File: src/rtl/alu_wb_stage_if.sv
// Handshake bundle between the adder, the ALU writeback stage and the register file.
// The stage uses the slave modport; the upstream/regfile side uses master.
interface alu_wb_stage_if #(
  parameter int WIDTH = 16,
  parameter int RD_W  = 5
);
  logic             in_valid;
  logic             in_ready;
  logic [WIDTH-1:0] in_sum;
  logic             in_cout;
  logic             in_a_msb;
  logic             in_b_msb;
  logic [RD_W-1:0]  in_rd;
  logic             in_we;

  logic             wb_valid;
  logic             wb_ready;
  logic [WIDTH-1:0] wb_data;
  logic [RD_W-1:0]  wb_rd;
  logic             wb_we;
  logic [3:0]       wb_flags;
  logic [3:0]       psw;
  logic [1:0]       count;

  modport slave (
    input  in_valid, in_sum, in_cout, in_a_msb, in_b_msb, in_rd, in_we, wb_ready,
    output in_ready, wb_valid, wb_data, wb_rd, wb_we, wb_flags, psw, count
  );

  modport master (
    output in_valid, in_sum, in_cout, in_a_msb, in_b_msb, in_rd, in_we, wb_ready,
    input  in_ready, wb_valid, wb_data, wb_rd, wb_we, wb_flags, psw, count
  );
endinterface

File: src/rtl/alu_wb_stage.sv
// ALU writeback stage: 2-entry FIFO of {sum, rd, we, flags} feeding the regfile, plus PSW.
// Define WB_OVERFLOW_FLAG_EN to compute the V flag; otherwise V is tied to 0.
module alu_wb_stage #(
  parameter int WIDTH = 16,
  parameter int RD_W  = 5
) (
  input logic           clk,
  input logic           rst,
  alu_wb_stage_if.slave bus
);

  logic [1:0][WIDTH-1:0] data_q, data_d;
  logic [1:0][RD_W-1:0]  rd_q,   rd_d;
  logic [1:0]            we_q,   we_d;
  logic [1:0][3:0]       flg_q,  flg_d;
  logic                  wr_ptr_q, wr_ptr_d;
  logic                  rd_ptr_q, rd_ptr_d;
  logic [1:0]            count_q,  count_d;
  logic [3:0]            psw_q,    psw_d;

  logic       in_ready;
  logic       wb_valid;
  logic       push, pop;
  logic       z_flag, n_flag, v_flag;
  logic [3:0] in_flags;

  // rst is folded in so the upstream never sees ready while the stage is held in reset
  assign in_ready = (count_q != 2'd2) && rst;
  assign wb_valid = (count_q != 2'd0);
  assign push     = bus.in_valid && in_ready;
  assign pop      = wb_valid && bus.wb_ready;

  assign z_flag = (bus.in_sum == '0);
  assign n_flag = bus.in_sum[WIDTH-1];
`ifdef WB_OVERFLOW_FLAG_EN
  assign v_flag = (bus.in_a_msb == bus.in_b_msb) && (bus.in_sum[WIDTH-1] != bus.in_a_msb);
`else
  logic unused_msbs;
  assign unused_msbs = bus.in_a_msb ^ bus.in_b_msb;
  assign v_flag      = 1'b0;
`endif
  assign in_flags = {z_flag, bus.in_cout, n_flag, v_flag};

  always_comb begin
    data_d   = data_q;
    rd_d     = rd_q;
    we_d     = we_q;
    flg_d    = flg_q;
    wr_ptr_d = wr_ptr_q;
    rd_ptr_d = rd_ptr_q;
    count_d  = count_q;
    psw_d    = psw_q;
    if (push) begin
      data_d[wr_ptr_q] = bus.in_sum;
      rd_d[wr_ptr_q]   = bus.in_rd;
      we_d[wr_ptr_q]   = bus.in_we;
      flg_d[wr_ptr_q]  = in_flags;
      wr_ptr_d         = ~wr_ptr_q;
    end
    if (pop) begin
      psw_d    = flg_q[rd_ptr_q];
      rd_ptr_d = ~rd_ptr_q;
    end
    case ({push, pop})
      2'b10:   count_d = count_q + 2'd1;
      2'b01:   count_d = count_q - 2'd1;
      default: count_d = count_q;
    endcase
  end

  always_ff @(posedge clk or negedge rst) begin
    if (!rst) begin
      data_q   <= '0;
      rd_q     <= '0;
      we_q     <= '0;
      flg_q    <= '0;
      wr_ptr_q <= 1'b0;
      rd_ptr_q <= 1'b0;
      count_q  <= 2'd0;
      psw_q    <= 4'd0;
    end else begin
      data_q   <= data_d;
      rd_q     <= rd_d;
      we_q     <= we_d;
      flg_q    <= flg_d;
      wr_ptr_q <= wr_ptr_d;
      rd_ptr_q <= rd_ptr_d;
      count_q  <= count_d;
      psw_q    <= psw_d;
    end
  end

  // Popped slots keep stale contents, so the head view is masked when empty
  assign bus.in_ready = in_ready;
  assign bus.wb_valid = wb_valid;
  assign bus.wb_data  = wb_valid ? data_q[rd_ptr_q] : '0;
  assign bus.wb_rd    = wb_valid ? rd_q[rd_ptr_q]   : '0;
  assign bus.wb_we    = wb_valid && we_q[rd_ptr_q];
  assign bus.wb_flags = wb_valid ? flg_q[rd_ptr_q]  : 4'd0;
  assign bus.psw      = psw_q;
  assign bus.count    = count_q;

endmodule

File: src/flat_wrapper.sv
// flat-port wrapper written by rule: the top's interface ports become plain ports
module alu_wb_stage_flat 
#(
  parameter int WIDTH = 16,
  parameter int RD_W  = 5
)
  (clk, rst, bus_in_valid, bus_in_sum, bus_in_cout, bus_in_a_msb, bus_in_b_msb, bus_in_rd, bus_in_we, bus_wb_ready, bus_in_ready, bus_wb_valid, bus_wb_data, bus_wb_rd, bus_wb_we, bus_wb_flags, bus_psw, bus_count);
  alu_wb_stage_if #(.WIDTH(WIDTH), .RD_W(RD_W)) bus_i ();
  input logic clk;
  input logic rst;
  input wire logic [$bits(bus_i.in_valid)-1:0] bus_in_valid;
  input wire logic [$bits(bus_i.in_sum)-1:0] bus_in_sum;
  input wire logic [$bits(bus_i.in_cout)-1:0] bus_in_cout;
  input wire logic [$bits(bus_i.in_a_msb)-1:0] bus_in_a_msb;
  input wire logic [$bits(bus_i.in_b_msb)-1:0] bus_in_b_msb;
  input wire logic [$bits(bus_i.in_rd)-1:0] bus_in_rd;
  input wire logic [$bits(bus_i.in_we)-1:0] bus_in_we;
  input wire logic [$bits(bus_i.wb_ready)-1:0] bus_wb_ready;
  output wire logic [$bits(bus_i.in_ready)-1:0] bus_in_ready;
  output wire logic [$bits(bus_i.wb_valid)-1:0] bus_wb_valid;
  output wire logic [$bits(bus_i.wb_data)-1:0] bus_wb_data;
  output wire logic [$bits(bus_i.wb_rd)-1:0] bus_wb_rd;
  output wire logic [$bits(bus_i.wb_we)-1:0] bus_wb_we;
  output wire logic [$bits(bus_i.wb_flags)-1:0] bus_wb_flags;
  output wire logic [$bits(bus_i.psw)-1:0] bus_psw;
  output wire logic [$bits(bus_i.count)-1:0] bus_count;
  assign bus_i.in_valid = bus_in_valid;
  assign bus_i.in_sum = bus_in_sum;
  assign bus_i.in_cout = bus_in_cout;
  assign bus_i.in_a_msb = bus_in_a_msb;
  assign bus_i.in_b_msb = bus_in_b_msb;
  assign bus_i.in_rd = bus_in_rd;
  assign bus_i.in_we = bus_in_we;
  assign bus_i.wb_ready = bus_wb_ready;
  assign bus_in_ready = bus_i.in_ready;
  assign bus_wb_valid = bus_i.wb_valid;
  assign bus_wb_data = bus_i.wb_data;
  assign bus_wb_rd = bus_i.wb_rd;
  assign bus_wb_we = bus_i.wb_we;
  assign bus_wb_flags = bus_i.wb_flags;
  assign bus_psw = bus_i.psw;
  assign bus_count = bus_i.count;
  alu_wb_stage #(.WIDTH(WIDTH), .RD_W(RD_W)) u_core (.clk(clk), .rst(rst), .bus(bus_i));
endmodule
File: config.mk
export PLATFORM = sky130hd
export DESIGN_NAME = alu_wb_stage_flat
export DESIGN_NICKNAME = d
export VERILOG_FILES = /design/src/rtl/alu_wb_stage_if.sv /design/src/rtl/alu_wb_stage.sv /design/src/flat_wrapper.sv
export SDC_FILE = /design/constraint.sdc
export NUM_CORES = 1
export LEC_CHECK = 0
export BUFFER_PORTS_ARGS = -buffer_cell sky130_fd_sc_hd__buf_2
export CORE_ASPECT_RATIO = 1.1
export CORE_UTILIZATION = 35
export DETAILED_ROUTE_END_ITERATION = 12
export SYNTH_ARGS = -nofsm -noshare
export SYNTH_HDL_FRONTEND = slang
export SYNTH_SLANG_ARGS = --single-unit
File: constraint.sdc
create_clock -name clk -period 2.05 [get_ports clk]
set_input_delay 0.41 -clock clk [delete_from_list [all_inputs] [get_ports clk]]
set_output_delay 0.41 -clock clk [all_outputs]
set_load 0.01 [all_outputs]
==> results of run 1 <==
where the power goes:
part	total [W]	internal [W]	switching (W)
sequential	0.00192	0.00161	0.000306
clock	0.000845	0.000487	0.000358
combinational	0.00236	0.00127	0.00109
metal layers:
layer	vias up	part of all wire	GRT usage
met5	-	0	0
met4	0	0.013	0.0508
met3	5	0.033	0.0203
met2	37	0.48	0.224
met1	797	0.47	0.195
li1	790	-	-
worst max-delay path: stages (launching register included):
cell and delay (ns):
dfrtp_1 0.47, nor2_2 0.13, buf_4 0.29, nor2_1 0.10, buf_2 0.15
sequential cells by signal, summed over array words and instances, names as in the netlist:
| signal | count |
|---|---|
| u_core.bus.count | 2 |
| u_core.bus.psw | 3 |
| u_core.data_q | 30 |
| u_core.flg_q | 6 |
| u_core.rd_ptr_q | 1 |
| u_core.rd_q | 10 |
| u_core.we_q | 2 |
| u_core.wr_ptr_q | 1 |
synthesized netlist by cell type (all sizes together), types with 2 or more instances:
master and instances:
nand4 2, nand2 3, inv 4, o21ai 4
mux2i 26, xnor2 4, clkbuf 2, nor2 26
nor4 4, mux2 46, buf 11, dfrtp 55
placed cells by master, fill, tap and decap left out, types with 2 or more instances in the layout:
cell type and instances:
buf_12 2, buf_2 58, buf_4 6, bufinv_16 2, clkbuf_8 5, conb_1 2, dfrtp_1 55, inv_1 4
mux2_2 27, mux2_4 19, mux2i_1 26, nand2_1 3, nor2_1 25, nor4_1 4, o21ai_0 3, xnor2_1 4
through the flow:
stage               std cells  hold slack [ns]   util  power (W)
finish                    341           0.0605  0.439    0.00513
global route              341           0.0587  0.439    0.00552
CTS                       341           0.0518  0.439    0.00522
detailed placement        333            0.396  0.420    0.00436
global placement          333            0.388  0.420    0.00431
floorplan                 195            0.114      -    0.00360
logic make-up after synthesis:
kind of cell               synth area share
xor gates and xnor gates             0.0166
muxes                                 0.322
other                               0.00142
AOI/OAI and AO/OA                   0.00759
adders and majority gates           0.00475
DFF                                   0.522
and+or+nand+nor                      0.0745
buffers and inverters                0.0508
path summary, 6_finish.rpt:
kind                                                 end  slack [ns]  depth (start not counted)
max                                      bus_wb_data[10]        0.20                          4
min                           u_core.we_q[1]$_DFFE_PN0P_        0.06                          2
max reg2reg                u_core.data_q[11]$_DFFE_PN0P_        0.37                          4
min reg2reg                u_core.bus.psw[2]$_DFFE_PN0P_        0.49                          2
max in group asynchronous   u_core.data_q[4]$_DFFE_PN0P_        1.42                          2
min in group clk              u_core.rd_q[1]$_DFFE_PN0P_        0.34                          2
cell type report:
class | instances | area [µm²] | share of cell area
clock buffers | 5 | 68.8 | 0.0219
repair buffers | 66 | 375 | 0.119
multi-input cells | 123 | 1130 | 0.361
inverters | 4 | 15.0 | 0.00478
well taps | 85 | 106 | 0.0338
flip-flops and latches | 55 | 1380 | 0.438
clock inverters | 3 | 67.6 | 0.0215
==> flow_summary.ini, run 1 <==
[clocking]
cts-root-buf = clkbuf_8
ctsResizeCount = 0
tritoncts = built
clockBufferDepth = 2
cts.sinks = 55
cts_buffers = 5
post-cts-setup-buffer-count = 0
htreeDepth = 2
clk_latency_ns = 0.31
postCtsHoldBufs = 0
clkTransAtPathRegs_ns = 0.10

[drt]
vias_per_cell = 4.78
vias = 1629
dr.pass1.iters = 10
drc_errors = 4
wire_per_inst_um = 15.2
antenna_left = 0
wirelength_um = 5200
drt-initial-drc-count = 61

[sta]
final_max_slew_viol_count = 0
setup_violations = 0
rsz0062_at_grt = false
slew_headroom = 0.613
layout_setup_ws_ns = 0.198
setup-tns-final_ns = 0
fin_worst_skew_ns = 0.00909
period_share = 0.903
hold_viol = 0
worst_pin_slew_ns = 0.581
max_freq_mhz = 540
final.min_clock_period_ns = 1.85

[placement]
placed_area_um2 = 3010
io_buffers = 58
hpwl_um = 3600
place.gp.congestion = 0.701
pre_cts_ws_ns = 0.265

[floorplanning]
die_y_um = 93.0
placementRows = 32
ios = 63
start_util = 0.368
die_w_um = 84.8
design.core.area_um2 = 7170
dieArea_um2 = 7880

[worst_setup_path]
cp.arrival_ns = 1.44
path_max_fanout = 25
start_kind = register
crit_path_start = u_core.bus.count[1]$_DFFE_PN0P_
critPathRequiredTime_ns = 1.64
path_class = register to output pin
worstSetupEndpointType = output pin
r2r_start = u_core.bus.count[0]$_DFFE_PN0P_

[final_layout]
n_fill_cell = 672
nNetsFinal = 285
antenna_cells = 0
design_area_um2 = 3140
area_growth_pct = 19.2
drive_gt1_frac = 0.484

[logic_synthesis]
synthFlopType = dfrtp_1
synth_area_leaders = dfrtp_1 52%, mux2_2 12%, mux2_4 11%
synth_cell_types = 25
ys_ff_latch = 55
yosys_warnings = 0
synth_edf_count = 0
async_flop_share = 1.00
syn_avg_cell_area_um2 = 13.6
synthCells = 194
synth.cell_area_um2 = 2640
synth_area_leader_cell = dfrtp_1
ys_seq_area_frac = 0.522
synth_top_area_share = 0.522

[status]
violations = DRC
outcome = finished with violations

[grt]
grt_max_degree = 47
overflow = 0
grt_antenna_before_repair = 0
grt_use_total = 0.140
grt_pass1_vias = 1668
grt_pass1_wl_um = 8600

[power]
p_leak_nw = 1.55
ir_worst_vdd_mv = 0.596
power_density_nw_per_um2 = 1630

[worst_hold_path]
hp-class = input port to asynchronous set/reset pin

[flow_run]
cap_violations = 0
(Power assumes the default switching activity.)
==> run 2: changes to the inputs <==
CORE_MARGIN = 3   (was unset)
==> run 2 against run 1 <==
Against the previous run: the run now ends clean; critical endpoint is now bus_wb_data[13]; maximum frequency down 0.51%; clock power fell by 29%; global-route usage fell by 1.3 points; count of clock-buffer cells in the layout is 1 higher; core utilization shrank 0.75 points; cell count decreased by 0.59%; power fell by 4.2%.
==> flow_summary.ini, run 2 (synthesized netlist as in run 1, its figures left out) <==
[sta]
period_share = 0.908
final_max_slew_viol_count = 0
setup_violations = 0
worst_pin_slew_ns = 0.713
slew_headroom = 0.525
hold_viol = 0
final.min_clock_period_ns = 1.86
rsz0062_at_grt = false
fin_worst_skew_ns = 0.00228
setup-tns-final_ns = 0
max_freq_mhz = 537

[drt]
wl_met3_um = 239
wirelength_um = 5370
vias = 1653
dr.pass1.iters = 4
wire_per_inst_um = 15.8
drc_errors = 0
wirelength_met1_um = 2510
routed-wl-met2_um = 2540
top_layer_used = met4
antenna_left = 0
vias_per_cell = 4.88
drt-initial-drc-count = 53

[clocking]
post-cts-setup-buffer-count = 0
clk_latency_ns = 0.30
tritoncts = built
ctsResizeCount = 0
cts.sinks = 55
cts_buffers = 5
htreeDepth = 2
clkTransAtPathRegs_ns = 0.09
clockBufferDepth = 2
postCtsHoldBufs = 1
cts-root-buf = clkbuf_8

[worst_hold_path]
hp-class = input port to register

[grt]
overflow = 0
grt_pass1_vias = 1662
grt_pass1_wl_um = 8460
grt_use_total = 0.127
grt_max_degree = 55
grt_antenna_before_repair = 0

[floorplanning]
dieArea_um2 = 8610
ios = 63
die_y_um = 97.0
placementRows = 32
die_w_um = 88.8
start_util = 0.368
design.core.area_um2 = 7170

[final_layout]
multiInputGateArea_um2 = 1130
n_fill_cell = 693
final_core_util = 0.431
drive_gt1_frac = 0.476
register_area_um2 = 1380
regMostFlops = u_core.data_q
final_cell_mix = 58 x buf_2, 55 x dfrtp_1, 27 x mux2_2, 26 x mux2i_1, 25 x nor2_1
reg.largest.list = u_core.data_q x30, u_core.rd_q x10, u_core.flg_q x6
final_common_cell = buf_2
largest_reg_flops = 30
area_growth_pct = 17.2
design_area_um2 = 3090
antenna_cells = 0
nNetsFinal = 284

[flow_run]
cap_violations = 0

[worst_setup_path]
path_max_fanout = 25
cp_slowest_stage_delay_ns = 0.47
start_kind = register
cp_slowest_cell = dfrtp_1
path_buf_inv = 2
crit_chain = nor2_2 > buf_4 > nor2_1 > buf_2
critPathRequiredTime_ns = 1.64
path_delay_family = flip-flops
worst-r2r-setup-slack_ns = 0.36
cp.arrival_ns = 1.45
path_class = register to output pin
worstSetupEndpointType = output pin

[placement]
hpwl_um = 3570
io_buffers = 58
place.gp.congestion = 0.677
placed_area_um2 = 2990

[power]
p_leak_nw = 1.53
power_density_nw_per_um2 = 1590
ir_worst_vdd_mv = 0.555

[status]
outcome = completed
==> run 2: worst paths after layout <==
kind / to / depth (start not counted) / startpoint
min in group asynchronous: u_core.wr_ptr_q$_DFFE_PN0N_ / 2 / rst
worst min-delay path: u_core.rd_q[0]$_DFFE_PN0P_ / 2 / bus_in_rd[0]
worst max-delay path: bus_wb_data[13] / 4 / u_core.bus.count[1]$_DFFE_PN0P_
max in group asynchronous: u_core.data_q[17]$_DFFE_PN0P_ / 3 / rst
worst min register to register: u_core.bus.psw[1]$_DFFE_PN0P_ / 2 / u_core.bus.psw[1]$_DFFE_PN0P_
worst max register to register: u_core.rd_q[8]$_DFFE_PN0P_ / 3 / u_core.bus.count[0]$_DFFE_PN0P_
==> run 2: worst register-to-register path, cell delays in order, from the launching register on <==
cell	delay, ns
dfrtp_1	0.48
nand2b_4	0.20
nand4_4	0.44
mux2_2	0.45
==> run 2: per-layer routing <==
metal / vias up / global-route usage
met5: - / 0
met4: 0 / 0.0488
met3: 5 / 0.0221
met2: 37 / 0.194
met1: 829 / 0.178
li1: 782 / -
==> run 2: cell type report <==
cell class,count,area share
multi-input combinational,123,0.367
clock inverter,1,0.00162
tap,85,0.0344
sequential,55,0.446
timing repair buffer,65,0.120
inverter,4,0.00486
clock buffer,6,0.0267
==> run 2: report_power, final <==
part           switching (W)  internal, W
registers           0.000304      0.00161
clock network       0.000332     0.000266
logic                0.00111      0.00129
total                0.00175      0.00317
==> run 2: stage by stage <==
step	instances	setup WS, ns	hold WS (ns)	power (W)
finish	339	0.189	0.351	0.00491
detailed placement	331	0.348	0.241	0.00438
global route	339	0.0712	0.340	0.00527
floorplan	195	0.458	0.114	0.00360
global placement	331	0.369	0.237	0.00434
CTS	339	0.147	0.341	0.00501
==> run 3: changes to the inputs <==
ABC_AREA = 1   (was unset)
==> run 3 against run 2 <==
Against the previous run: clock skew grew 0.0036 ns; routed wire length grew 11%; via count grew 32%; sequential power shrank 7%; combinational power shrank 7%; worst hold slack lost 0.042 ns; synthesized cell count grew 63%; sequential share of layout area is essentially flat; critical path depth is the same; critical endpoint is now bus_in_ready; largest cell class unchanged; largest power group unchanged.
==> flow_summary.ini, run 3 <==
[status]
outcome = completed

[drt]
vias_per_cell = 4.74
wire_per_inst_um = 12.9
vias = 2185
dr.pass1.iters = 4
wirelength_um = 5950
antenna_left = 0
drc_errors = 0
drt-initial-drc-count = 75

[logic_synthesis]
syn_avg_cell_area_um2 = 8.16
synth.cell_area_um2 = 2580
ys_top_cells_by_count = 114 x nand2_1, 55 x dfrtp_1, 47 x o21ai_0
ys_ff_latch = 55
yosys_warnings = 0
synth_top_area_share = 0.534
synthCells = 316
synth_most_common_cell = nand2_1
ys_seq_area_frac = 0.534
synth_cell_types = 24
async_flop_share = 1.00
synth_area_leader_cell = dfrtp_1
synth_edf_count = 0
synth_area_leaders = dfrtp_1 53%, nand2_1 17%, o21ai_0 9.1%
synthFlopType = dfrtp_1

[final_layout]
reg.largest.list = u_core.data_q x30, u_core.rd_q x10, u_core.flg_q x6
drive_gt1_frac = 0.226
regMostFlops = u_core.data_q
n_fill_cell = 744
area_growth_pct = 20.2
final_common_cell = nand2_1
antenna_cells = 0
final_cell_mix = 114 x nand2_1, 58 x buf_2, 53 x dfrtp_1, 47 x o21ai_0, 27 x inv_1
largest_reg_flops = 30
nNetsFinal = 405
layoutNonFillerInstCount = 461
final_core_util = 0.437

[worst_setup_path]
cpMostUsedCell = buf_2
crit_chain = dlygate4sd3_1 > buf_2 > a21boi_2 > buf_2
crit_cells = 4
path_buf_inv = 3
path_delay_family = buffers and inverters
r2r_end = u_core.we_q[1]$_DFFE_PN0P_
path_class = input port to output pin
cp.arrival_ns = 1.57
crit_path_start = rst
cp_slowest_stage_delay_ns = 0.52
reg2reg_depth = 6
r2r_start = u_core.bus.count[0]$_DFFE_PN0P_
path_max_fanout = 8
start_kind = input port
worstSetupEndpointType = output pin
worst-r2r-setup-slack_ns = 0.46
endpoint = bus_in_ready
critPathRequiredTime_ns = 1.64
cp_slowest_cell = dlygate4sd3_1

[sta]
fin_worst_skew_ns = 0.00593
final_max_slew_viol_count = 0
layout_setup_ws_ns = 0.0740
hold_viol = 0
max_freq_mhz = 506
rsz0062_at_grt = true
slew_headroom = 0.565
worst_pin_slew_ns = 0.653
setup_violations = 0
final.min_clock_period_ns = 1.98
period_share = 0.964

[grt]
grt_pass1_wl_um = 9970
grt_use_total = 0.151
grt_antenna_before_repair = 0
overflow = 0
grt_pass1_vias = 2141
grt_max_degree = 51

[placement]
hpwl_um = 3910
place_inst = 450
pre_cts_ws_ns = 0.276
place.gp.congestion = 0.758
io_buffers = 58

[floorplanning]
die_y_um = 96.0
design.core.area_um2 = 7090
ios = 63
placementRows = 32
dieArea_um2 = 8430
die_w_um = 87.8
start_util = 0.364

[clocking]
htreeDepth = 2
clockBufferDepth = 2
cts_buffers = 5
tritoncts = built
clk_latency_ns = 0.31
cts.sinks = 55
cts-root-buf = clkbuf_8
clkTransAtPathRegs_ns = 0.10

[power]
power_density_nw_per_um2 = 1570
ir_worst_vdd_mv = 0.669
p_leak_nw = 1.63

[flow_run]
cap_violations = 0

[worst_hold_path]
hp-class = input port to register
==> run 3: cell types whose count changed in the layout (fill, tap and decap cells not counted), moves of 23 or more <==
cell / change
o21ai_0: +44
inv_1: +23
a21oi_1: +23
nand2_1: +111
mux2i_1: -26
mux2_2: -27
==> run 3: metal layers <==
layer  part of all wire  track usage
met1               0.48        0.202
met3              0.040       0.0308
met2               0.47        0.243
met5                  0            0
met4              0.015       0.0550
==> run 3: report_power, final <==
part / internal [W] / total, W / switching (W)
registers: 0.00157 / 0.00179 / 0.000218
clock network: 0.000489 / 0.000850 / 0.000362
logic: 0.000881 / 0.00222 / 0.00134
==> run 3: worst min path at each step <==
stage                  from                         endpoint  slack, ns  depth (start not counted)
2_1_floorplan           rst  u_core.bus.count[0]$_DFFE_PN0P_       0.11                          0
4_1_cts        bus_in_rd[0]       u_core.rd_q[0]$_DFFE_PN0P_       0.30                          3
6_report       bus_in_rd[2]       u_core.rd_q[2]$_DFFE_PN0P_       0.31                          3
5_1_grt        bus_in_rd[2]       u_core.rd_q[2]$_DFFE_PN0P_       0.31                          3
3_3_place_gp            rst      u_core.wr_ptr_q$_DFFE_PN0N_       0.27                          1
3_5_place_dp            rst      u_core.wr_ptr_q$_DFFE_PN0N_       0.27                          1
==> run 3: through the flow <==
stage | setup TNS (ns) | power, W | hold slack [ns] | instance area (µm²)
after floorplan | 0 | 0.00320 | 0.114 | 2580
after global placement | 0 | 0.00396 | 0.270 | 2920
after detailed placement | 0 | 0.00401 | 0.271 | 2920
after CTS | 0 | 0.00488 | 0.299 | 3070
after global routing | -0.00178 | 0.00533 | 0.309 | 3100
final | 0 | 0.00486 | 0.309 | 3100
==> run 3: area by class of cell <==
class                   count  area [µm²]  share of cell area
flip-flops and latches     55        1380               0.445
multi-input cells         216         992               0.320
repair buffers             69         383               0.124
well taps                  85         106              0.0343
inverters                  28         105              0.0339
clock buffers               6        72.6              0.0234
clock inverters             2        60.1              0.0194
==> run 3: cells by family (layout without fill, tap and decap cells) <==
kind of cell             after synthesis  count (layout)  synth area share
flip-flops                            55              55             0.534
AO/OA/AOI/OAI                         73              73             0.144
adder cells (fa/ha/maj)                1               1           0.00485
buffers and inverters                 46             105            0.0854
XOR/XNOR                               3               3            0.0102
other                                  1               2           0.00145
AND/OR/NAND/NOR                      137             137             0.220
==> run 3: repair_timing <==
action | 4_1_cts | 5_1_grt
cloned | 0 | 0
setup endpoints to repair | 24 | 24
pin swaps | 0 | 1
hold buffers | 1 | 0
endpoints found under the hold margin | 5 | 0
gates resized for setup | 1 | 5
setup buffers | 0 | 2
==> run 3: worst register-to-register path, cell delays in order, from the launching register on <==
cell	delay [ns]
dfrtp_2	0.42
buf_4	0.13
inv_2	0.04
nand2_2	0.07
nand3_4	0.12
nor2_8	0.47
o21ai_0	0.20
